## src/rtl/im_fetch_ctrl_pkg.sv

```systemverilog
// im_fetch_ctrl_pkg: shared FSM encoding and PC constants for the IM fetch sequencer.
package im_fetch_ctrl_pkg;
    typedef enum logic [1:0] {IDLE, RUN, HOLD} state_t;
    localparam logic [31:0] RESET_PC_DEF = 32'h0000_0000;
    localparam logic [31:0] PC_INC = 32'd4;
endpackage

```

## src/rtl/im_fetch_ctrl_if.sv

```systemverilog
// im_fetch_ctrl_if: IM read port, decode handshake and control inputs of the fetch sequencer.
// Optional FETCH_PERF_EN adds the perf_fetch/perf_stall counters.
interface im_fetch_ctrl_if #(
    parameter int ADDR_W = 6,
    parameter int DATA_W = 32
);
    logic              run;
    logic              redirect_valid;
    logic [31:0]       redirect_pc;
    logic              im_en;
    logic [ADDR_W-1:0] im_addr;
    logic [DATA_W-1:0] im_rd;
    logic              inst_valid;
    logic              inst_ready;
    logic [DATA_W-1:0] inst;
    logic [31:0]       inst_pc;
`ifdef FETCH_PERF_EN
    logic [31:0]       perf_fetch;
    logic [31:0]       perf_stall;
`endif
    modport master (
        input  run, redirect_valid, redirect_pc, im_rd, inst_ready,
`ifdef FETCH_PERF_EN
        output perf_fetch, perf_stall,
`endif
        output im_en, im_addr, inst_valid, inst, inst_pc
    );
    modport slave (
        output run, redirect_valid, redirect_pc, im_rd, inst_ready,
`ifdef FETCH_PERF_EN
        input  perf_fetch, perf_stall,
`endif
        input  im_en, im_addr, inst_valid, inst, inst_pc
    );
endinterface

```

## src/rtl/im_skid_buf.sv

```systemverilog
// im_skid_buf: one-entry holding register for an IM word and its PC; flush wins over push/pop.
module im_skid_buf #(
    parameter int DATA_W = 32
) (
    input  logic              clk,
    input  logic              rst,
    input  logic              push,
    input  logic              pop,
    input  logic              flush,
    input  logic [DATA_W-1:0] din,
    input  logic [31:0]       pin,
    output logic [DATA_W-1:0] dout,
    output logic [31:0]       pout,
    output logic              full
);
    always_ff @(posedge clk or posedge rst) begin
        if (rst) begin
            full <= 1'b0;
            dout <= '0;
            pout <= '0;
        end else if (flush) begin
            full <= 1'b0;
        end else if (push) begin
            full <= 1'b1;
            dout <= din;
            pout <= pin;
        end else if (pop) begin
            full <= 1'b0;
        end
    end
endmodule

```

## src/rtl/im_fetch_ctrl.sv

```systemverilog
// im_fetch_ctrl: PC sequencer feeding decode from a 1-cycle-latency IM, with skid and redirect kill.
// Define FETCH_PERF_EN to add the handshake/stall performance counters.
module im_fetch_ctrl
    import im_fetch_ctrl_pkg::*;
#(
    parameter int          ADDR_W   = 6,
    parameter int          DATA_W   = 32,
    parameter logic [31:0] RESET_PC = RESET_PC_DEF
) (
    input  logic            clk,
    input  logic            rst,
    im_fetch_ctrl_if.master bus
);
    state_t            state;
    logic [31:0]       pc, req_pc, tgt, issue_pc, skid_pc;
    logic [DATA_W-1:0] skid_inst;
    logic              pending, skid_full, out_load, ret, stall;

    assign tgt      = {bus.redirect_pc[31:2], 2'b00};
    assign issue_pc = bus.redirect_valid ? tgt : pc;
    assign out_load = ~bus.inst_valid | bus.inst_ready;
    assign ret      = pending & ~bus.redirect_valid;
    assign stall    = bus.inst_valid & ~bus.inst_ready;
    // A stalled output with a word already returning leaves no room for another read.
    assign bus.im_en   = ~rst & (bus.redirect_valid ? bus.run
                                 : (state == RUN) & bus.run & ~(stall & pending));
    assign bus.im_addr = issue_pc[ADDR_W+1:2];

    im_skid_buf #(.DATA_W(DATA_W)) u_skid (
        .clk   (clk),
        .rst   (rst),
        .push  (ret & ~out_load),
        .pop   (out_load & skid_full),
        .flush (bus.redirect_valid),
        .din   (bus.im_rd),
        .pin   (req_pc),
        .dout  (skid_inst),
        .pout  (skid_pc),
        .full  (skid_full)
    );

    always_ff @(posedge clk or posedge rst) begin
        if (rst) begin
            state          <= IDLE;
            pc             <= RESET_PC;
            req_pc         <= '0;
            pending        <= 1'b0;
            bus.inst_valid <= 1'b0;
            bus.inst       <= '0;
            bus.inst_pc    <= '0;
        end else begin
            pending <= bus.im_en;
            if (bus.im_en) req_pc <= issue_pc;
            pc <= bus.im_en ? issue_pc + PC_INC : issue_pc;
            if (bus.redirect_valid) begin
                state          <= bus.run ? RUN : IDLE;
                bus.inst_valid <= 1'b0;
                bus.inst       <= '0;
                bus.inst_pc    <= '0;
            end else begin
                if (out_load) begin
                    bus.inst_valid <= skid_full | ret;
                    bus.inst       <= skid_full ? skid_inst : bus.im_rd;
                    bus.inst_pc    <= skid_full ? skid_pc : req_pc;
                end
                case (state)
                    IDLE:    if (bus.run) state <= RUN;
                    RUN:     if (ret && !out_load) state <= HOLD;
                             else if (!bus.run && !pending) state <= IDLE;
                    HOLD:    if (bus.inst_ready) state <= RUN;
                    default: state <= IDLE;
                endcase
            end
        end
    end

`ifdef FETCH_PERF_EN
    always_ff @(posedge clk or posedge rst) begin
        if (rst) begin
            bus.perf_fetch <= '0;
            bus.perf_stall <= '0;
        end else begin
            if (bus.inst_valid && bus.inst_ready) bus.perf_fetch <= bus.perf_fetch + 32'd1;
            if (stall) bus.perf_stall <= bus.perf_stall + 32'd1;
        end
    end
`endif
endmodule
```

## src/flat_wrapper.sv

```systemverilog
// flat-port wrapper written by rule: the top's interface ports become plain ports
module im_fetch_ctrl_flat import im_fetch_ctrl_pkg::*;
#(
    parameter int          ADDR_W   = 6,
    parameter int          DATA_W   = 32,
    parameter logic [31:0] RESET_PC = RESET_PC_DEF
)
  (clk, rst, bus_run, bus_redirect_valid, bus_redirect_pc, bus_im_rd, bus_inst_ready, bus_im_en, bus_im_addr, bus_inst_valid, bus_inst, bus_inst_pc);
  im_fetch_ctrl_if #(.ADDR_W(ADDR_W), .DATA_W(DATA_W)) bus_i ();
  input  logic clk;
  input  logic rst;
  input wire logic [$bits(bus_i.run)-1:0] bus_run;
  input wire logic [$bits(bus_i.redirect_valid)-1:0] bus_redirect_valid;
  input wire logic [$bits(bus_i.redirect_pc)-1:0] bus_redirect_pc;
  input wire logic [$bits(bus_i.im_rd)-1:0] bus_im_rd;
  input wire logic [$bits(bus_i.inst_ready)-1:0] bus_inst_ready;
  output wire logic [$bits(bus_i.im_en)-1:0] bus_im_en;
  output wire logic [$bits(bus_i.im_addr)-1:0] bus_im_addr;
  output wire logic [$bits(bus_i.inst_valid)-1:0] bus_inst_valid;
  output wire logic [$bits(bus_i.inst)-1:0] bus_inst;
  output wire logic [$bits(bus_i.inst_pc)-1:0] bus_inst_pc;
  assign bus_i.run = bus_run;
  assign bus_i.redirect_valid = bus_redirect_valid;
  assign bus_i.redirect_pc = bus_redirect_pc;
  assign bus_i.im_rd = bus_im_rd;
  assign bus_i.inst_ready = bus_inst_ready;
  assign bus_im_en = bus_i.im_en;
  assign bus_im_addr = bus_i.im_addr;
  assign bus_inst_valid = bus_i.inst_valid;
  assign bus_inst = bus_i.inst;
  assign bus_inst_pc = bus_i.inst_pc;
  im_fetch_ctrl #(.ADDR_W(ADDR_W), .DATA_W(DATA_W), .RESET_PC(RESET_PC)) u_core (.clk(clk), .rst(rst), .bus(bus_i));
endmodule
```

## config.mk

```make
export PLATFORM = sky130hd
export DESIGN_NAME = im_fetch_ctrl_flat
export DESIGN_NICKNAME = d
export VERILOG_FILES = /design/src/rtl/im_fetch_ctrl_pkg.sv /design/src/rtl/im_fetch_ctrl_if.sv /design/src/rtl/im_skid_buf.sv /design/src/rtl/im_fetch_ctrl.sv /design/src/flat_wrapper.sv
export SDC_FILE = /design/constraint.sdc
export NUM_CORES = 1
export LEC_CHECK = 0
export ABC_AREA = 1
export CAP_MARGIN = 5
export CORE_AREA = 5 5 159 161
export CTS_CLUSTER_SIZE = 14
export DETAILED_ROUTE_END_ITERATION = 7
export DIE_AREA = 0 0 164 166
export GPL_ROUTABILITY_DRIVEN = 1
export GPL_TIMING_DRIVEN = 1
export PLACE_DENSITY = 0.61
export SLEW_MARGIN = 20
export SYNTH_ARGS = -nofsm -noshare
export SYNTH_HDL_FRONTEND = slang
export SYNTH_SLANG_ARGS = --single-unit
```

## constraint.sdc

```tcl
create_clock -name clk -period 10.05 [get_ports clk]
set_input_delay 2.01 -clock clk [delete_from_list [all_inputs] [get_ports clk]]
set_output_delay 2.01 -clock clk [all_outputs]
set_load 0.03 [all_outputs]
```

==> flow_metrics.tcl <==
set metrics [dict create \
    numClockSinks 197 \
    maxCapViolCount 0 \
    skew_ns 0.0123 \
    final_common_cell "nand2_1" \
    finalSetupViolations 0 \
    hold_viol 0 \
    hold_path.startpoint "u_core.u_skid.dout[28]" \
    hold_depth 2 \
    viasPerCell 4.75 \
    postCtsSetupBuffers 0 \
    rows 57 \
    ant_nets 0 \
    io_buffers 138 \
    dr_total_vias 7466 \
    wire_per_inst_microns 14.7 \
    fp.dieH_microns 166 \
    rsz0062_at_grt "no" \
    worstSetupPathType "input port to output port" \
    numCtsBuffers 17 \
    synth_top_area_share_pct 54.0 \
    grt_pass1_wl_microns 37800 \
    drc 0 \
    synth-seq-cells 197 \
    tns_ns 0 \
    ir_worst_vdd_mv 0.0977 \
    drt-pass1-iter-count 5 \
    drt-met1-wl_microns 11200 \
    whs_ns 0.472 \
    dp_hpwl_microns 15000 \
    diodes 0 \
    min-delay-path-class "flip-flop to flip-flop" \
    top_layer_used "met4" \
    core_sq_mm 0.0238 \
    p_per_area_mw_per_mm2 177 \
    synth.largest_area_cell "dfrtp_1" \
    drt_first_iter_violations 618 \
    intPower_mw 1.41 \
    pin_count 141 \
    cts_htree_levels 4 \
    grt.total_usage_pct 17.2 \
    nets 1304 \
    yosysWarnings 0 \
    cts.path.max_buffers 2 \
    synth_cells 1129 \
    route.met3.wl_microns 1200 \
    worstMarginPinSlew_ns 0.920 \
    rrSetupSlack_ns 7.53 \
    synth_edf_count 0 \
    dieWidth_microns 164 \
    relSlewSlack_pct 38.7 \
    crit_required_ns 8.04 \
    synth_area_per_cell_sq_um 8.08 \
    period_share_pct 59.5 \
    placed_area_sq_mm 0.0107 \
    cp.arrival_ns 3.97 \
    yosysSeqAreaShare_pct 54.0 \
    worstSkewPairLatency_ns 0.43 \
    fill_cells 2388 \
    synth_top_flop_cell "dfrtp_1" \
    synth_area_sq_mm 0.00913 \
    status "finished, final reports clean" \
    yosysUniqueCellTypes 32 \
    overflow 0 \
    wl_microns 23000 \
    synthTopCellsByArea "dfrtp_1 54%, nand2_1 17%, o21ai_0 6.4%" \
    area_delta_synth_final_pct 23.3 \
    stdcell_area_sq_mm 0.0113 \
    post_cts_resized 0 \
    grt_pass1_vias 7040 \
    cts_hold_buf 0 \
    cts_tree "done" \
    mostFrequentLayoutCells "421 x nand2_1, 197 x dfrtp_1, 137 x clkdlybuf4s50_1" \
    power_frac_comb_pct 18.3 \
    p_clk_share_pct 34.6 \
    worst_r2r_endpoint "u_core.u_skid.pout[11]" \
    cp-end-kind "output port" \
    die_area_sq_mm 0.0272 \
    sw_frac_of_total_pct 29.3 \
    wl_met2_microns 10300 \
    power_leakage_nw 5.34 \
    max_freq_mhz 167 \
    startpoint_type "input port" \
    reg2reg_depth 6 \
    critPathMaxFanout 48 \
    synthArstFlopShare_pct 100 \
    antenna_found_initial 0 \
    clkTransAtPathRegs_ns 0.07 \
    switchingPower_mw 0.584 \
    seqPwrFrac_pct 47.1 \
    place.gp.congestion 0.870 \
    period_needed_ns 5.98 \
    slew_viol_final 0 \
    start_util_pct 38.3 \
    drive_above_1_share_pct 6.58 \
    grt_max_degree 131 \
    min_to "u_core.u_skid.dout[28]" \
    synth_nets 1199 \
    reg2reg_from "u_core.bus.inst_valid" \
    cts-root-buf "clkbuf_16" \
]
==> registers in the layout, indices dropped and copies added (netlist names) <==
register,count
u_core.req_pc,32
u_core.bus.inst_valid,1
u_core.pc,32
u_core.bus.inst,32
u_core.u_skid.pout,32
u_core.state,2
u_core.pending,1
u_core.bus.inst_pc,32
u_core.u_skid.full,1
u_core.u_skid.dout,32
==> how the worst max path moves through the flow <==
stage                  startpoint            endpoint  slack, ns
2_1_floorplan                 rst  u_core.bus.inst[0]       2.67
3_3_place_gp   bus_redirect_valid           bus_im_en       4.05
3_5_place_dp   bus_redirect_valid           bus_im_en       4.05
4_1_cts        bus_redirect_valid           bus_im_en       4.05
5_1_grt        bus_redirect_valid           bus_im_en       3.95
6_report       bus_redirect_valid           bus_im_en       4.07
==> cells in the mapped netlist, types with 12 or more instances <==
master,n
dfrtp_1,197
inv_1,76
nand2_1,422
buf_2,18
o21ai_0,117
buf_4,12
nand3_1,23
nand4_1,14
o21ai_1,18
clkbuf_1,23
nor2_1,104
o31ai_1,34
==> logic make-up (layout without fill, tap and decap cells) <==
group | after synthesis | after routing | share of synthesized area [%]
AOI/OAI and AO/OA | 178 | 178 | 10.9
xor gates and xnor gates | 12 | 12 | 1.15
adders and majority gates | 1 | 1 | 0.137
buffers and inverters | 142 | 260 | 6.91
DFF | 197 | 197 | 54.0
and+or+nand+nor | 599 | 599 | 26.9
==> worst max-delay path, cell delays in order <==
cell,delay (ns)
buf_2,0.08
buf_4,0.44
inv_2,0.04
buf_4,0.29
nand2_1,0.17
nor2_4,0.06
nor2_8,0.16
clkdlybuf4s50_1,0.69
==> power groups by stage <==
stage	registers (mW)	clock network [mW]	logic, mW
6_report	0.938	0.688	0.364
5_1_grt	0.949	0.740	0.410
4_1_cts	0.938	0.708	0.371
3_5_place_dp	0.953	0	0.370
3_3_place_gp	0.949	0	0.366
2_1_floorplan	0.996	0	0.183
==> per-layer routing <==
| layer | GRT usage, % | vias up |
|---|---|---|
| met5 | 0 | - |
| met4 | 4.27 | 0 |
| met3 | 2.95 | 17 |
| met2 | 26.4 | 205 |
| met1 | 25.5 | 3470 |
| li1 | - | 3774 |
==> metrics by stage <==
step	setup slack, ns	instances	util, %	power, mW
5_1_grt	3.95	1571	47.2	2.10
4_1_cts	4.05	1571	47.2	2.02
3_5_place_dp	4.05	1539	44.8	1.32
6_report	4.07	1571	47.2	1.99
2_1_floorplan	2.67	1129	-	1.18
3_3_place_gp	4.05	1539	44.8	1.31
==> final cells by class <==
cell class	count	area (sq um)	share of cell area, %
multi-input cells	790	3570	31.7
clock inverters	13	145	1.29
clock buffers	19	443	3.94
well taps	324	405	3.60
inverters	80	308	2.74
flip-flops and latches	197	4930	43.8
repair buffers	148	1450	12.9
No activity file was read; power rests on OpenSTA's default activity.
